`src/rtl/wb_region_decoder.sv`:
```
`default_nettype none
// wb_region_decoder: Wishbone classic address decoder with transfer supervision,
// error-ack for unmapped addresses, slave timeout and sticky fault logging.  Rev 1.0
module wb_region_decoder #(
   parameter int                                  ADDR_WIDTH     = 16,
   parameter int                                  NUM_SLAVES     = 4,
   parameter logic [NUM_SLAVES*ADDR_WIDTH-1:0]    REGION_BASE    = {16'h5000, 16'h4000, 16'h3000, 16'h2000},
   parameter logic [NUM_SLAVES*ADDR_WIDTH-1:0]    REGION_MASK    = {4{16'hF000}},
   parameter int                                  TIMEOUT_CYCLES = 255
) (
   input  logic                    CLK_I,
   input  logic                    RST_N_I,
   input  logic [ADDR_WIDTH-1:0]   ADR_I,
   input  logic                    CYC_I,
   input  logic                    STB_I,
   input  logic [NUM_SLAVES-1:0]   SACK_I,
   output logic [NUM_SLAVES-1:0]   ACMP_O,
   output logic                    ACK_O,
   output logic                    ERR_O,
   output logic                    BUSY_O,
   output logic [ADDR_WIDTH-1:0]   ERR_ADR_O,
   output logic [1:0]              ERR_CAUSE_O
);

   localparam int CNT_WIDTH = (TIMEOUT_CYCLES > 0) ? $clog2(TIMEOUT_CYCLES + 1) : 1;
   localparam logic [CNT_WIDTH-1:0] CNT_LAST =
      CNT_WIDTH'((TIMEOUT_CYCLES > 0) ? TIMEOUT_CYCLES - 1 : 0);

   typedef enum logic [1:0] {
      ST_IDLE = 2'd0,
      ST_WAIT = 2'd1,
      ST_RESP = 2'd2
   } state_t;

   state_t                  state;
   logic [CNT_WIDTH-1:0]    count;
   logic [ADDR_WIDTH-1:0]   adr_lat;
   logic                    hit;
   logic [NUM_SLAVES-1:0]   hit_onehot;
   logic                    sel_ack;
   logic                    timed_out;

   // Scan from the top slot down so the lowest matching index is the one kept.
   always_comb begin
      hit        = 1'b0;
      hit_onehot = '0;
      for (int i = NUM_SLAVES - 1; i >= 0; i--) begin
         if ((ADR_I & REGION_MASK[i*ADDR_WIDTH +: ADDR_WIDTH]) ==
             (REGION_BASE[i*ADDR_WIDTH +: ADDR_WIDTH] & REGION_MASK[i*ADDR_WIDTH +: ADDR_WIDTH])) begin
            hit        = 1'b1;
            hit_onehot = NUM_SLAVES'(1) << i;
         end
      end
   end

   assign sel_ack   = |(SACK_I & ACMP_O);
   assign timed_out = (TIMEOUT_CYCLES != 0) && (count == CNT_LAST);

   always_ff @(posedge CLK_I or negedge RST_N_I) begin
      if (!RST_N_I) begin
         state       <= ST_IDLE;
         count       <= '0;
         adr_lat     <= '0;
         ACMP_O      <= '0;
         ACK_O       <= 1'b0;
         ERR_O       <= 1'b0;
         BUSY_O      <= 1'b0;
         ERR_ADR_O   <= '0;
         ERR_CAUSE_O <= 2'b00;
      end else begin
         ACK_O <= 1'b0;
         ERR_O <= 1'b0;
         case (state)
            ST_IDLE: begin
               if (CYC_I && STB_I) begin
                  adr_lat <= ADR_I;
                  BUSY_O  <= 1'b1;
                  if (hit) begin
                     state  <= ST_WAIT;
                     ACMP_O <= hit_onehot;
                     count  <= '0;
                  end else begin
                     state       <= ST_RESP;
                     ERR_O       <= 1'b1;
                     ERR_CAUSE_O <= 2'b01;
                     ERR_ADR_O   <= ADR_I;
                  end
               end
            end
            ST_WAIT: begin
               // Master abort outranks everything; an ack outranks a same-cycle timeout.
               if (!CYC_I) begin
                  state  <= ST_IDLE;
                  ACMP_O <= '0;
                  BUSY_O <= 1'b0;
               end else if (sel_ack) begin
                  state  <= ST_RESP;
                  ACMP_O <= '0;
                  ACK_O  <= 1'b1;
               end else if (timed_out) begin
                  state       <= ST_RESP;
                  ACMP_O      <= '0;
                  ERR_O       <= 1'b1;
                  ERR_CAUSE_O <= 2'b10;
                  ERR_ADR_O   <= adr_lat;
               end else if (count != '1) begin
                  count <= count + CNT_WIDTH'(1);
               end
            end
            ST_RESP: begin
               state  <= ST_IDLE;
               BUSY_O <= 1'b0;
            end
            default: begin
               state  <= ST_IDLE;
               ACMP_O <= '0;
               BUSY_O <= 1'b0;
            end
         endcase
      end
   end

endmodule
`default_nettype wire
```
`config.mk`:
```
export PLATFORM = sky130hd
export DESIGN_NAME = wb_region_decoder
export DESIGN_NICKNAME = d
export VERILOG_FILES = /design/src/rtl/wb_region_decoder.sv
export SDC_FILE = /design/constraint.sdc
export NUM_CORES = 1
export LEC_CHECK = 0
export ABC_AREA = 1
export CORE_AREA = 2 2 89 108
export DETAILED_ROUTE_END_ITERATION = 8
export DIE_AREA = 0 0 91 110
export PLACE_DENSITY_LB_ADDON = 0.05
export SLEW_MARGIN = 20
export SYNTH_ARGS = -nofsm -noshare
export SYNTH_HDL_FRONTEND = slang
export SYNTH_SLANG_ARGS = --single-unit
```
`constraint.sdc`:
```
create_clock -name CLK_I -period 3 [get_ports CLK_I]
set_input_delay 0.75 -clock CLK_I [delete_from_list [all_inputs] [get_ports CLK_I]]
set_output_delay 0.75 -clock CLK_I [all_outputs]
set_load 0.005 [all_outputs]
```
Word-level counts from Yosys, hierarchy flattened
Index checks and enable logic that the tools add are counted.

Bits in registers: 51. Output and inout port bits: 25. Word-level logic and storage cells: 90.

Add/sub/neg operators: 1. Equality and inequality tests: 18. Muxes and demuxes: 50. Bitwise logic cells: 2. Reduce and logical (&&, ||, !) cells: 10.

Operators with widths (number): 16-bit two-way mux (5); 8-bit two-way mux (6); 4-bit two-way mux (9); 16-bit one-hot mux with 2 select lines (1); 2-bit two-way mux (9); 2-bit inequality test (second input constant) (9); 8-bit one-hot mux with 2 select lines (1); 1-bit two-way mux (14); 4-bit one-hot mux with 3 select lines (1); 8-bit by 1-bit adder with 8-bit output (second input constant) (1); 4-bit by 2-bit equality test with 1-bit output (second input constant) (2); 4-bit by 3-bit equality test with 1-bit output (second input constant) (2); 8-bit equality test (second input constant) (1); 8-bit inequality test (second input constant) (1); 2-bit one-hot mux with 2 select lines (2); 7-bit AND reduction (1); 2-bit AND reduction (3); 6-bit AND reduction (1); 4-bit AND (1); 4-bit inequality test (second input constant) (1); 1-bit one-hot mux with 2 select lines (2); 4-bit AND reduction (1); 4-bit OR reduction (1); 2-bit by 1-bit equality test with 1-bit output (second input constant) (1); 5 further kinds (5).

Longest topological paths before layout
Gate-level depths: netlist (run 1).

Depth in word-level cells: 8. Depth in mapped cells: 9.

Worst setup path before layout (run 1)
OpenSTA, ideal clock, no wires.

Kind: input to register. Start point: in ADR_I[15]. End point: reg ERR_ADR_O[11]. Library setup time: 0.117 ns. Arrival: 1.585 ns. Slack: 1.298 ns. Cell stages on the path: 9. Path buffers: 2. Path through: inv_1 > nand3_1 > nand2_1 > inv_1 > nand2_1 > buf_4 > buf_4 > nand3_1 > nand2_1.

Longest elaborated chain between the ends: 7.

Ends and longest elaborated chain: start: declaration (RTL line 13) `input logic [ADDR_WIDTH-1:0] ADR_I,`; 4-bit by 3-bit equality test with 1-bit output (RTL line 48) `if ((ADR_I & REGION_MASK[i*ADDR_WIDTH +: ADDR_WIDTH]) ==`; 1-bit two-way mux (3 in a row) (RTL line 48); 1-bit two-way mux * (RTL line 48); 2-bit inequality test (no line) *; 6-bit AND reduction (no line) *; end signal: assignment (RTL line 105) `ERR_ADR_O <= adr_lat;`; end: declaration (RTL line 21) `output logic [ADDR_WIDTH-1:0] ERR_ADR_O,`.

Every way passes the cells marked *; elsewhere a longest branch is shown, timed or not. A chain may end at the register's enable or synchronous reset.

Final worst setup path (run 1)
Start point: in CYC_I. End point: reg adr_lat[15].

Longest elaborated chain between the ends: 2.

Ends and longest elaborated chain: start: declaration (RTL line 14) `input logic CYC_I,`; 1-bit logical AND (RTL line 75) `if (CYC_I && STB_I) begin`; 2-bit AND reduction (no line); end signal: assignment (RTL line 63) `adr_lat <= '0;`; end signal: assignment (RTL line 76) `adr_lat <= ADR_I;`; end: declaration (RTL line 37) `logic [ADDR_WIDTH-1:0] adr_lat;`.

Every way passes these cells.

==> flow_metrics.tcl, run 1 <==
set metrics [dict create \
    met1_routing_resource_usage_after_global_routing 0.188 \
    clock_tree.buffer_depth 2 \
    hpwlAfterDp_um 4570 \
    yosys_register_bits 51 \
    vias_in_the_first_global_route 2171 \
    critical_path.max_fanout 23 \
    grt_first_pass_wirelength_um 11000 \
    final_cell_area_mm2 0.00330 \
    timing.clock.skew_ns 0.0111 \
    maxSlewViolCount 0 \
    dpl-instance-area_mm2 0.00321 \
    detailedRoute.firstIterationViolations 100 \
    fmaxAchievable_mhz 440 \
    number_of_distinct_standard_cells_referenced_by_the_synthesized_netlist 26 \
    syn_avg_cell_area_um2 7.74 \
    avgViaCountPerCell 4.46 \
    synth_fp_nets 364 \
    detail_route.first_pass.iterations 4 \
    cts-htree-levels 2 \
    final_layout_size_suffix_gt1_frac 0.0801 \
    r2r.worst_path.cells 9 \
    total_switching_power_uw 745 \
    routed-via-count 2263 \
    die_h_um 110 \
    portion_of_total_power_attributed_to_the_clock_network 0.191 \
    setup.reg_to_reg.worst_slack_ns 1.08 \
    synth_largest_area_cell "dfrtp_1" \
    grt_most_used_layer "met2" \
    number_of_enable_type_register_cells_in_the_synthesized_netlist 0 \
    number_of_setup_violations_in_the_final_report 0 \
    cts.clk_slew.worst_paths_ns 0.10 \
    postRouteAntennaNets 0 \
    power_switching_share 0.341 \
    port_buffers 48 \
    tns_ns 0 \
    timing.setup.critical_path_class "in -> reg" \
    postLayoutSetupSlackWorst_ns 0.726 \
    grtUsageMet2 0.230 \
    hold_buffers 0 \
    grtUsageTotal 0.138 \
    critical_path_required_ns 3.17 \
    synth_largest_type_area_fraction 0.488 \
    initial_utilization 0.293 \
    clk_latency_worst_skew_pair_ns 0.31 \
    min_period_over_period 0.758 \
    synth_compound_gate_area_share 0.0784 \
    post_drt_wl_per_cell_um 12.8 \
    synthFlopType "dfrtp_1" \
    remaining_drc_errors 0 \
    drt-total-wl_um 6510 \
    postCtsSetupRepairBufs 0 \
    post_synth_mux_area_share 0 \
    timing.rr.start "state[1]" \
    die_width_um 91 \
    grt.overflow.total 0 \
    synth_top_family_by_area "simple AND/OR/NAND/NOR gates" \
    postSynth.asyncResetShare 1.00 \
    synth_xor_xnor_area_share 0.00335 \
    gp_routability_congestion 0.813 \
    tightest_slew_ns 0.557 \
    fin_util 0.369 \
    clockRootBuffer "clkbuf_8" \
    synth-adder-area-share 0.00956 \
    outcome "finished, final reports clean" \
    ys_warn_count 0 \
    end_kind "flip-flop" \
    cts_buffers 5 \
    finalNetCount 412 \
    leakagePower_uw 0.00160 \
    synthCells 338 \
    hold_path_class "in -> async" \
    synth_simple_gate_area_share 0.349 \
    post-place-ws_ns 0.348 \
    rsz0062_at_grt "no" \
    design_power_total_uw 2190 \
    fillCellCount 1015 \
    placeableCoreArea_mm2 0.00894 \
    slew_headroom 0.628 \
    grt.met3_usage 0.0258 \
    max-cap-violations 0 \
    internal_power_uw 1440 \
    cts_tree "yes" \
    ioPinCount 49 \
    arrival_time_of_the_worst_setup_path_ns 2.45 \
    vdd.ir_drop.worst_mv 0.225 \
    finalHoldViolations 0 \
    cts-resized-gates 0 \
    fp.dieArea_mm2 0.0100 \
    synth-seq-area-share 0.488 \
    p_seq_frac 0.465 \
    netlist_area_before_placement_mm2 0.00262 \
    area_growth_pct 26.1 \
    r2r_end "count[0]" \
    antenna_diode_instance_count 0 \
    maximum_number_of_pins_on_one_net_before_global_route_repair 33 \
    p_comb_frac 0.344 \
    pwr_density_cell_mw_per_mm2 663 \
    period_needed_ns 2.27 \
    critical_path.startpoint_type "primary input" \
    placementRows 38 \
    initial_antenna_violation_count 0 \
    synth_top_cells_by_area "dfrtp_1 (49%), nand2_1 (19%), o21ai_0 (6.5%)" \
    number_of_clock_sinks 51 \
]
-- power groups by stage --
stage,Combinational (uW),Sequential [uW],Clock [uW]
2_1_floorplan,384,1020,0
3_3_place_gp,759,1040,0
3_5_place_dp,768,1030,0
4_1_cts,770,1020,438
5_1_grt,848,1050,471
6_report,753,1020,417
-- synthesized netlist by cell type (2+ instances only) --
cell type / count
a21oi_1: 3
buf_2: 3
buf_4: 2
clkbuf_1: 5
dfrtp_1: 51
ha_1: 2
inv_1: 29
inv_2: 4
nand2_1: 130
nand2_2: 4
nand3_1: 27
nand3_4: 2
nand4_1: 12
nor2_1: 11
nor2_2: 5
nor3_1: 4
nor3_4: 2
o21ai_0: 34
-- cells in the final DEF (no fill, tap or decap), drive strengths merged, types with 2 or more instances in the layout --
cell           synthesis  layout
dfrtp                 51      51
buf                    6       5
nor3                   6       6
clkinv                 0       2
clkbuf                 5       6
o21ai                 35      35
a21oi                  3       3
nand2                135     135
nor2                  17      17
ha                     2       2
inv                   33      33
clkdlybuf4s50          0      47
nand3                 29      29
nand4                 12      12
-- final cells by class --
cell class,count,area [um^2],share of cell area
multi-input combinational,243,1150,0.349
timing repair buffer,52,505,0.153
clock inverter,2,17.5,0.00531
clock buffer,6,72.6,0.0220
tap,120,150,0.0455
sequential,51,1280,0.387
inverter,33,124,0.0376
-- worst max-delay path by stage --
stage                   start       endpoint  slack (ns)
global route            CYC_I    adr_lat[13]        0.44
detailed placement      CYC_I    adr_lat[13]        0.35
floorplan           ADR_I[15]  ERR_ADR_O[11]        1.30
CTS                     CYC_I    adr_lat[13]        0.68
global placement        CYC_I    adr_lat[13]        0.39
finish                  CYC_I    adr_lat[15]        0.73
-- state kept, by name (all words and copies together) (netlist names) --
signal and cells:
ACK_O 1, ACMP_O 4, BUSY_O 1, ERR_ADR_O 16
ERR_CAUSE_O 2, ERR_O 1, adr_lat 16, count 8
state 2
-- logic make-up after synthesis --
kind of cell	count (synthesis)
xor gates and xnor gates	1
adders and majority gates	2
DFF	51
AOI/OAI and AO/OA	40
and+or+nand+nor	200
buffers and inverters	44
-- metal layers --
layer,part of all wire,up-vias
met5,0,-
li1,-,1176
met2,0.46,42
met3,0.037,5
met4,0.010,0
met1,0.49,1040
-- through the flow --
stage | cells | hold WS [ns]
3_3_place_gp | 499 | 0.466
3_5_place_dp | 499 | 0.473
4_1_cts | 507 | 0.274
2_1_floorplan | 338 | 0.453
6_report | 507 | 0.284
5_1_grt | 507 | 0.270
-- worst max-delay path, stage by stage --
cell,delay [ns]
clkdlybuf4s50_1,0.56
nand2_1,0.14
nor2_2,0.39
inv_1,0.39
nand2_1,0.13
o21ai_0,0.08
Power figures use the tool's default switching activity.
==> run 2, diff against run 1 <==
- clock period: 3 -> 2.3 ns (I/O delays scaled with it)
==> flow_metrics.tcl, run 2 (same netlist as run 1, synthesis figures left out) <==
set metrics [dict create \
    grt_first_pass_wirelength_um 11000 \
    design_power_total_uw 2870 \
    cts-htree-levels 2 \
    maxSlewViolCount 0 \
    multi_input_combinational_cell_area_mm2 0.00115 \
    hold_path_class "in -> async" \
    pwr_density_cell_mw_per_mm2 858 \
    cts_tree "yes" \
    postCtsSetupRepairBufs 0 \
    mostFrequentLayoutCell "nand2_1" \
    clock_tree.buffer_depth 2 \
    area_growth_pct 28.0 \
    critPathMaxStageDelay_ns 0.56 \
    timing.critical_path.cells "clkdlybuf4s50_1 > nand2_1 > nand2_2 > o21ai_1 > nor2_4 > nand3_4 > nand2_1 > nand2_1" \
    port_buffers 48 \
    leading_cell_types_in_the_layout_fill_and_taps_excluded "nand2_1 (130), dfrtp_1 (51), clkdlybuf4s50_1 (47)" \
    drt-total-wl_um 6430 \
    final_layout_size_suffix_gt1_frac 0.0848 \
    cts_buffers 5 \
    post_drt_wl_per_cell_um 12.6 \
    max-cap-violations 0 \
    critical_path.startpoint_type "primary input" \
    timing.critical_path.slowest_stage_cell "clkdlybuf4s50_1" \
    min_period_over_period 0.795 \
    grtUsageTotal 0.136 \
    cts-resized-gates 0 \
    placeableCoreArea_mm2 0.00894 \
    number_of_clock_sinks 51 \
    cts.clk_slew.worst_paths_ns 0.10 \
    timing.rr.start "state[1]" \
    die_width_um 91 \
    fp.dieArea_mm2 0.0100 \
    slew_headroom 0.626 \
    period_needed_ns 1.83 \
    fmaxAchievable_mhz 547 \
    end_kind "flip-flop" \
    routed-via-count 2266 \
    postRouteAntennaNets 0 \
    grt.overflow.total 0 \
    critPathMostFrequentCell "nand2_1" \
    timing.setup.critical_path_class "in -> reg" \
    critical_path_capture_point "count[5]" \
    setup.reg_to_reg.worst_slack_ns 0.53 \
    remaining_drc_errors 0 \
    hold_buffers 0 \
    placementRows 38 \
    timing.clock.skew_ns 0.00505 \
    finalHoldViolations 0 \
    r2r.worst_path.cells 9 \
    outcome "finished, final reports clean" \
    detail_route.first_pass.iterations 4 \
    initial_utilization 0.293 \
    tightest_slew_ns 0.561 \
    rsz0062_at_grt "no" \
    avgViaCountPerCell 4.45 \
    tns_ns 0 \
    gp_routability_congestion 0.814 \
    critical_path.max_fanout 8 \
    leakagePower_uw 0.00162 \
    vdd.ir_drop.worst_mv 0.393 \
    maximum_number_of_pins_on_one_net_before_global_route_repair 33 \
    post-place-cells 501 \
    die_h_um 110 \
    antenna_diode_instance_count 0 \
    hpwlAfterDp_um 4640 \
    detailedRoute.firstIterationViolations 90 \
    worstSetupStartpoint "CYC_I" \
    layoutNonFillerInstCount 509 \
    number_of_setup_violations_in_the_final_report 0 \
    clk_latency_worst_skew_pair_ns 0.31 \
    clockRootBuffer "clkbuf_8" \
    fillCellCount 981 \
    critical_path_required_ns 2.51 \
    finalNetCount 414 \
    biggestRegsByFlops "ERR_ADR_O x16, adr_lat x16, count x8" \
    ioPinCount 49 \
    r2r_end "count[5]" \
    arrival_time_of_the_worst_setup_path_ns 2.03 \
    initial_antenna_violation_count 0 \
    layout.area.seq_mm2 0.00128 \
    vias_in_the_first_global_route 2316 \
    fin_util 0.375 \
]
-- run 2: cell type report --
type / count / area share
clock buffer: 6 / 0.0217
clock inverter: 2 / 0.00486
inverter: 33 / 0.0370
multi-input combinational: 243 / 0.344
sequential: 51 / 0.381
tap: 120 / 0.0448
timing repair buffer: 54 / 0.167
-- run 2: per-layer routing --
layer,vias up,global-route usage,part of all wire
met5,-,0,0
met4,0,0.0390,0.011
met3,6,0.0265,0.033
met2,32,0.239,0.48
met1,1046,0.171,0.48
li1,1182,-,-
-- run 2: worst min-delay path by stage --
stage | start | cells past startpoint | slack [ns] | end
final | RST_N_I | 1 | 0.22 | adr_lat[5]
after global routing | RST_N_I | 1 | 0.25 | adr_lat[5]
after CTS | RST_N_I | 1 | 0.23 | adr_lat[5]
after detailed placement | BUSY_O | 2 | 0.47 | BUSY_O
after global placement | adr_lat[9] | 2 | 0.47 | adr_lat[9]
after floorplan | RST_N_I | 0 | 0.28 | ACK_O
-- run 2: power by group --
group          internal, uW  switching (uW)  total, uW
logic                   506             490        996
clock network           220             324        543
registers              1170             162       1340
total                  1900             976       2870
-- run 2: metrics by stage --
| step | worst slack [ns] | hold WS, ns | cell area [um^2] |
|---|---|---|---|
| 2_1_floorplan | 0.773 | 0.279 | 2620 |
| 3_3_place_gp | 0.144 | 0.466 | 3260 |
| 3_5_place_dp | 0.120 | 0.472 | 3260 |
| 4_1_cts | 0.453 | 0.232 | 3350 |
| 5_1_grt | 0.318 | 0.245 | 3350 |
| 6_report | 0.473 | 0.219 | 3350 |
-- run 2: worst max-delay path: cells and delay by family --
family          cells  cell delay [ns]
buf+inv             1             0.56
simple gates        6             0.78
compound gates      1             0.13
==> run 3, diff against run 2 <==
- clock period: 2.3 -> 1.48 ns (I/O delays scaled with it)
==> flow_metrics.tcl, run 3 (same netlist as run 1, synthesis figures left out) <==
set metrics [dict create \
    grt.overflow.total 0 \
    fp.dieArea_mm2 0.0100 \
    rsz0062_at_grt "yes" \
    cts_buffers 5 \
    leakagePower_uw 0.00207 \
    finalHoldViolations 0 \
    arrival_time_of_the_worst_setup_path_ns 1.73 \
    timing.setup.critical_path_class "reg -> reg" \
    min_period_over_period 0.994 \
    detail_route.first_pass.iterations 4 \
    max-cap-violations 0 \
    p_comb_frac 0.402 \
    placeableCoreArea_mm2 0.00894 \
    outcome "finished, final reports clean" \
    post_drt_wl_per_cell_um 13.0 \
    die_width_um 91 \
    critical_path.startpoint_type "flip-flop" \
    end_kind "flip-flop" \
    p_seq_frac 0.423 \
    cts_tree "yes" \
    internal_power_uw 3190 \
    initial_utilization 0.293 \
    grt_first_pass_wirelength_um 12100 \
    maxSlewViolCount 0 \
    area_growth_pct 53.8 \
    power_switching_share 0.351 \
    slew_headroom 0.799 \
    hpwlAfterDp_um 4730 \
    maximum_number_of_pins_on_one_net_before_global_route_repair 52 \
    clk_latency_worst_skew_pair_ns 0.32 \
    postRouteAntennaNets 0 \
    clockRootBuffer "clkbuf_8" \
    total_switching_power_uw 1720 \
    vdd.ir_drop.worst_mv 0.511 \
    port_buffers 48 \
    portion_of_total_power_attributed_to_the_clock_network 0.175 \
    hold_path_class "in -> async" \
    final_layout_size_suffix_gt1_frac 0.267 \
    number_of_setup_violations_in_the_final_report 0 \
    post-place-cells 532 \
    layoutNonFillerInstCount 565 \
    pwr_density_cell_mw_per_mm2 1220 \
    whs_ns 0.0184 \
    remaining_drc_errors 0 \
    period_needed_ns 1.47 \
    cts.clk_slew.worst_paths_ns 0.10 \
    vias_in_the_first_global_route 2454 \
    fmaxAchievable_mhz 680 \
    clock_tree.buffer_depth 2 \
    drt-total-wl_um 7340 \
    number_of_clock_sinks 51 \
    critical_path.max_fanout 5 \
    design_power_total_uw 4910 \
    placementRows 38 \
    critical_path_required_ns 1.74 \
    tightest_slew_ns 0.301 \
    timing.clock.skew_ns 0.00928 \
    routed-via-count 2545 \
    detailedRoute.firstIterationViolations 96 \
    ioPinCount 49 \
    leading_cell_types_in_the_layout_fill_and_taps_excluded "nand2_1 (111), dfrtp_1 (51), buf_4 (49)" \
    die_h_um 110 \
    biggestRegsByFlops "ERR_ADR_O x16, adr_lat x16, count x8" \
    gp_routability_congestion 0.823 \
    mostFrequentLayoutCell "nand2_1" \
    grtUsageTotal 0.155 \
    antenna_diode_instance_count 0 \
    cts-htree-levels 2 \
    finalNetCount 470 \
    hold_buffers 0 \
    avgViaCountPerCell 4.50 \
    initial_antenna_violation_count 0 \
]
## run 3: path summary, 6_finish.rpt
check                                to      from  cells after the start  slack, ns
max                        ERR_ADR_O[4]  count[0]                     10      0.009
min in group CLK_I               BUSY_O    BUSY_O                      2       0.49
max reg2reg                ERR_ADR_O[4]  count[0]                     10      0.009
min reg2reg                      BUSY_O    BUSY_O                      2       0.49
min                        ERR_ADR_O[6]   RST_N_I                      2       0.02
max in group asynchronous      count[6]   RST_N_I                      2       1.19
## run 3: power by group through the flow
| stage | Combinational, uW | Clock, uW | Sequential (uW) |
|---|---|---|---|
| after CTS | 1890 | 891 | 2080 |
| after detailed placement | 1760 | 0 | 2100 |
| after global placement | 1740 | 0 | 2090 |
| after floorplan | 779 | 0 | 2080 |
| final | 1970 | 858 | 2070 |
| after global routing | 2210 | 933 | 2130 |
## run 3: timing repair
action | in CTS | in global routing
setup endpoints to repair | 67 | 36
cloned | 5 | 0
buffers inserted | 20 | 5
resized for setup | 64 | 18
pin swaps | 14 | 13
## run 3: layout make-up
type	count	area (um^2)
Tap cell	120	150
Timing Repair Buffer	107	1010
Clock buffer	6	72.6
Clock inverter	2	16.3
Inverter	33	126
Fill cell	953	4920
Sequential cell	51	1280
Multi-Input combinational cell	246	1370
## run 3: stage by stage
stage	cell area, um^2	setup TNS, ns	util	worst slack, ns
2_1_floorplan	2620	0	-	0.0285
3_3_place_gp	3490	-16.29	0.391	-0.367
3_5_place_dp	3490	-17.60	0.391	-0.395
4_1_cts	3920	-0.0709	0.439	-0.0140
5_1_grt	4020	-1.96	0.450	-0.0856
6_report	4020	0	0.450	0.00884
## run 3: per-layer routing
layer | wire (um) | vias to the layer above | track usage
li1 | - | 1296 | -
met1 | 3410 | 1192 | 0.198
met2 | 3550 | 49 | 0.263
met3 | 250 | 8 | 0.0286
met4 | 129 | 0 | 0.0595
met5 | 0 | - | 0
## run 3: critical path: stages (launching register included)
cell and delay, ns:
dfrtp_1 0.43, inv_2 0.09, ha_4 0.14, inv_2 0.04, nor2_4 0.13, nand3_4 0.10
buf_12 0.15, buf_12 0.15, nand2_8 0.08, nand2_1 0.05, nand2_1 0.06
